**config.mk**
```make
export PLATFORM = sky130hd
export DESIGN_NAME = tinyml_axi_arbiter
export DESIGN_NICKNAME = d
export VERILOG_FILES = /design/src/rtl/tinyml_axi_arbiter.sv
export SDC_FILE = /design/constraint.sdc
export NUM_CORES = 1
export LEC_CHECK = 0
export CORE_AREA = 2 2 39 41
export CTS_CLUSTER_SIZE = 16
export DETAILED_ROUTE_END_ITERATION = 10
export DIE_AREA = 0 0 41 43
export PLACE_DENSITY = 0.48
export SLEW_MARGIN = 20
export SYNTH_ARGS = -nofsm -noshare
export SYNTH_HDL_FRONTEND = slang
export SYNTH_SLANG_ARGS = --single-unit
```
**constraint.sdc**
```tcl
create_clock -name clk -period 0.8 [get_ports clk]
set_input_delay 0.12 -clock clk [delete_from_list [all_inputs] [get_ports clk]]
set_output_delay 0.12 -clock clk [all_outputs]
set_load 0.01 [all_outputs]
```
**src/rtl/tinyml_axi_arbiter.sv**
```systemverilog
`default_nettype none
// +------------------------------------------------------------------------+
// | tinyml_axi_arbiter: registered N-port fixed/round-robin arbiter         |
// | Rev 1.0 - initial release                                               |
// +------------------------------------------------------------------------+
module tinyml_axi_arbiter #(
  parameter int    PORTS                = 4,
  parameter int    ARB_TYPE_ROUND_ROBIN = 0,
  parameter int    ARB_BLOCK            = 0,
  parameter int    ARB_BLOCK_ACK        = 1,
  parameter string LSB_PRIORITY         = "LOW"
) (
  input  logic                     clk,
  input  logic                     rst_n,
  input  logic [PORTS-1:0]         request,
  input  logic [PORTS-1:0]         acknowledge,
  output logic [PORTS-1:0]         grant,
  output logic                     grant_valid,
  output logic [$clog2(PORTS)-1:0] grant_encoded
);

  localparam int IW         = $clog2(PORTS);
  localparam bit c_lsb_high = (LSB_PRIORITY == "HIGH");

  logic [PORTS-1:0] grant_q, grant_d;
  logic [PORTS-1:0] mask_q, mask_d;
  logic [IW-1:0]    enc_q, enc_d;
  logic             valid_q, valid_d;

  logic [PORTS-1:0] w_masked_req;
  logic [IW-1:0]    w_win_idx;
  logic             w_req_any;
  logic             w_release;
  logic             w_arb_en;

  // Later loop iterations overwrite earlier ones, so the scan order sets priority.
  function automatic logic [IW-1:0] f_pick(input logic [PORTS-1:0] vec);
    logic [IW-1:0] idx;
    idx = '0;
    for (int i = 0; i < PORTS; i++) begin
      if (c_lsb_high) begin
        if (vec[PORTS-1-i]) idx = IW'(PORTS-1-i);
      end else if (vec[i]) begin
        idx = IW'(i);
      end
    end
    return idx;
  endfunction

  function automatic logic [PORTS-1:0] f_mask(input logic [IW-1:0] idx);
    logic [PORTS-1:0] m;
    for (int i = 0; i < PORTS; i++) begin
      m[i] = c_lsb_high ? (i > int'(idx)) : (i < int'(idx));
    end
    return m;
  endfunction

  always_comb begin
    w_masked_req = request & mask_q;
    w_req_any    = |request;
    if ((ARB_TYPE_ROUND_ROBIN != 0) && (|w_masked_req)) begin
      w_win_idx = f_pick(w_masked_req);
    end else begin
      w_win_idx = f_pick(request);
    end

    w_release = (ARB_BLOCK_ACK != 0) ? (|(acknowledge & grant_q))
                                     : ~(|(request & grant_q));
    w_arb_en  = (ARB_BLOCK == 0) || !valid_q || w_release;

    grant_d = grant_q;
    enc_d   = enc_q;
    valid_d = valid_q;
    mask_d  = mask_q;
    if (w_arb_en) begin
      grant_d = w_req_any ? ({{(PORTS-1){1'b0}}, 1'b1} << w_win_idx) : '0;
      enc_d   = w_req_any ? w_win_idx : '0;
      valid_d = w_req_any;
      // Idle arbitration keeps the rotation history.
      if ((ARB_TYPE_ROUND_ROBIN != 0) && w_req_any) begin
        mask_d = f_mask(w_win_idx);
      end
    end
  end

  always_ff @(posedge clk) begin
    if (!rst_n) begin
      grant_q <= '0;
      enc_q   <= '0;
      valid_q <= 1'b0;
      mask_q  <= '1;
    end else begin
      grant_q <= grant_d;
      enc_q   <= enc_d;
      valid_q <= valid_d;
      mask_q  <= mask_d;
    end
  end

  assign grant         = grant_q;
  assign grant_encoded = enc_q;
  assign grant_valid   = valid_q;

endmodule
`default_nettype wire
```
==> metrics.yaml <==
critPathTopFamily: "flip-flops"
endpoint_kind: "primary output"
fin_area_sq_um: 362
gr-total-overflow: 0
clk_path_buf_depth: 2
yosysWarnings: 0
nets: 45
worstSetupPathType: "flip-flop to primary output"
fillers: 161
path_clk_slew_ns: 0.05
peakVddDrop_mv: 0.694
ctsHtreeMaxLevel: 1
synth_common_cells: "dfxtp_1, o21a_1"
grt_antenna_before_repair: 0
area_delta_synth_final_pct: 72.0
power.density_mw_per_mm2: 2120
ys_ff_latch: 7
cts_root_buf: "clkbuf_4"
crit_buf_inv: 1
hp-class: "primary input to flip-flop"
crit_arrival_ns: 0.67
async_flop_share: 0
yosysSeqAreaShare: 0.667
die_w_um: 41
outcome: "complete, no violations"
final_util: 0.261
power_leakage_nw: 0.178
drv_cap: 0
synth_simple_gate_area_share: 0.208
antennaDiodeCount: 0
dp_cells: 46
crit_required_ns: 0.68
synth-main-ff-cell: "dfxtp_1"
tightest_slew_ns: 0.224
wirelength_um: 472
first_iter_violations: 3
synth_nets: 27
synth_area_leaders: "dfxtp_1, o21a_1, o41a_1"
finalHoldViolCount: 0
vias_per_cell: 3.82
max_stage_delay_ns: 0.31
grt_pass1_vias: 154
die_area_sq_mm: 0.00176
critPathLaunchType: "flip-flop"
pin_count: 17
synth-xor-area-share: 0
place_area_sq_um: 358
grt_max_degree: 8
port_buffers: 12
multi_input_area_sq_um: 70.1
grt_pass1_wl_um: 676
seq_area_sq_um: 143
synth_top_family_by_area: "simple AND/OR/NAND/NOR gates"
worstPathCellList: "buf_2"
hold_buffers: 0
period_share: 0.985
synth.area.mux_share: 0
cts_sinks: 7
core_sq_mm: 0.00138
drive_gt1_frac: 0.382
initial_core_util: 0.152
max_freq_ghz: 1.27
setup_violations: 0
total_power_mw: 0.767
slew_violations: 0
dr_total_vias: 191
yosysTopAreaCellShare: 0.667
grtUsageTotal: 0.0624
synth_most_common_cell: "dfxtp_1"
cts_buffers: 3
post-cts-setup-buffer-count: 0
cp_slowest_cell: "dfxtp_1"
synth_area_leader_cell: "dfxtp_1"
cts_tree: "yes"
synth_compound_area_frac: 0.125
synth_cells: 17
synth_fa_ha_area_frac: 0
period_minus_slack_ns: 0.788
wire_per_inst_um: 9.44
synth-edff-count: 0
drc: 0
syn_avg_cell_area_sq_um: 12.4
synth.distinct_cells: 10
die_h_um: 43
dp_hpwl_um: 352
cp_max_fo: 1
drt_first_pass_iters: 2
gp_congestion: 0.577
synth_area_sq_um: 210
slew_headroom: 0.850
fin_cells: 50
drtAntennaViolNets: 0
rsz0062_at_grt: "true"
worst_hold_slack_ns: 0.230
rows: 14
==> cell families (layout without fill, tap and decap cells) <==
group                  count (synthesis)  in the layout
AOI/OAI and AO/OA                      3              3
buffers and inverters                  0             17
DFF                                    7              7
and+or+nand+nor                        7              7
==> layout make-up <==
class	instances	area share
clock buffer	4	0.0727
multi-input combinational	10	0.194
sequential	7	0.394
tap	16	0.0554
timing repair buffer	13	0.284
==> report_power, final <==
group          internal, mW  leakage (nW)  total (mW)  switching [mW]
clock network         0.190        0.0150       0.313           0.124
logic                0.0458         0.104      0.0824          0.0367
registers             0.367        0.0585       0.371         0.00459
total                 0.602         0.178       0.767           0.165
==> final timing paths <==
path | from | to | slack (ns) | cells past startpoint
min | rst_n | grant[1]$_SDFF_PP0_ | 0.23 | 3
max | grant[0]$_SDFF_PP0_ | grant[0] | 0.01 | 1
==> layout by cell type, fill, tap and decap left out <==
master / n
and2_1: 1
dfxtp_2: 2
clkbuf_4: 3
o21a_1: 2
o41a_1: 1
and3b_1: 1
nor2b_1: 1
and4b_1: 1
dfxtp_1: 5
nor2_1: 1
dlymetal6s2s_1: 1
clkbuf_1: 1
nor3_1: 1
buf_4: 1
dlygate4sd2_1: 4
nand2_1: 1
buf_6: 2
buf_2: 5
==> per-layer routing <==
metal	global-route usage	vias to the layer above	part of all wire
met2	0.0625	13	0.36
met4	0.0600	0	0
met1	0.0841	84	0.45
met5	0	-	0
li1	-	94	-
met3	0.0366	0	0.19
==> metrics by stage <==
step                      setup TNS [ns]  setup slack (ns)
after CTS                      -0.000730         -0.000730
after floorplan                        0             0.172
after global placement             -2.50            -0.315
after global routing             -0.0572           -0.0182
after detailed placement           -2.58            -0.342
final                                  0            0.0124
==> state kept, by name, summed over array words and instances, names as in the netlist <==
signal         cells
grant              4
grant_encoded      2
grant_valid        1
==> what timing repair did <==
action	CTS	global route
setup endpoints to repair	9	6
resized for setup	32	5
pin swaps	0	0
Note: power is estimated with default switching activity, not from simulation.
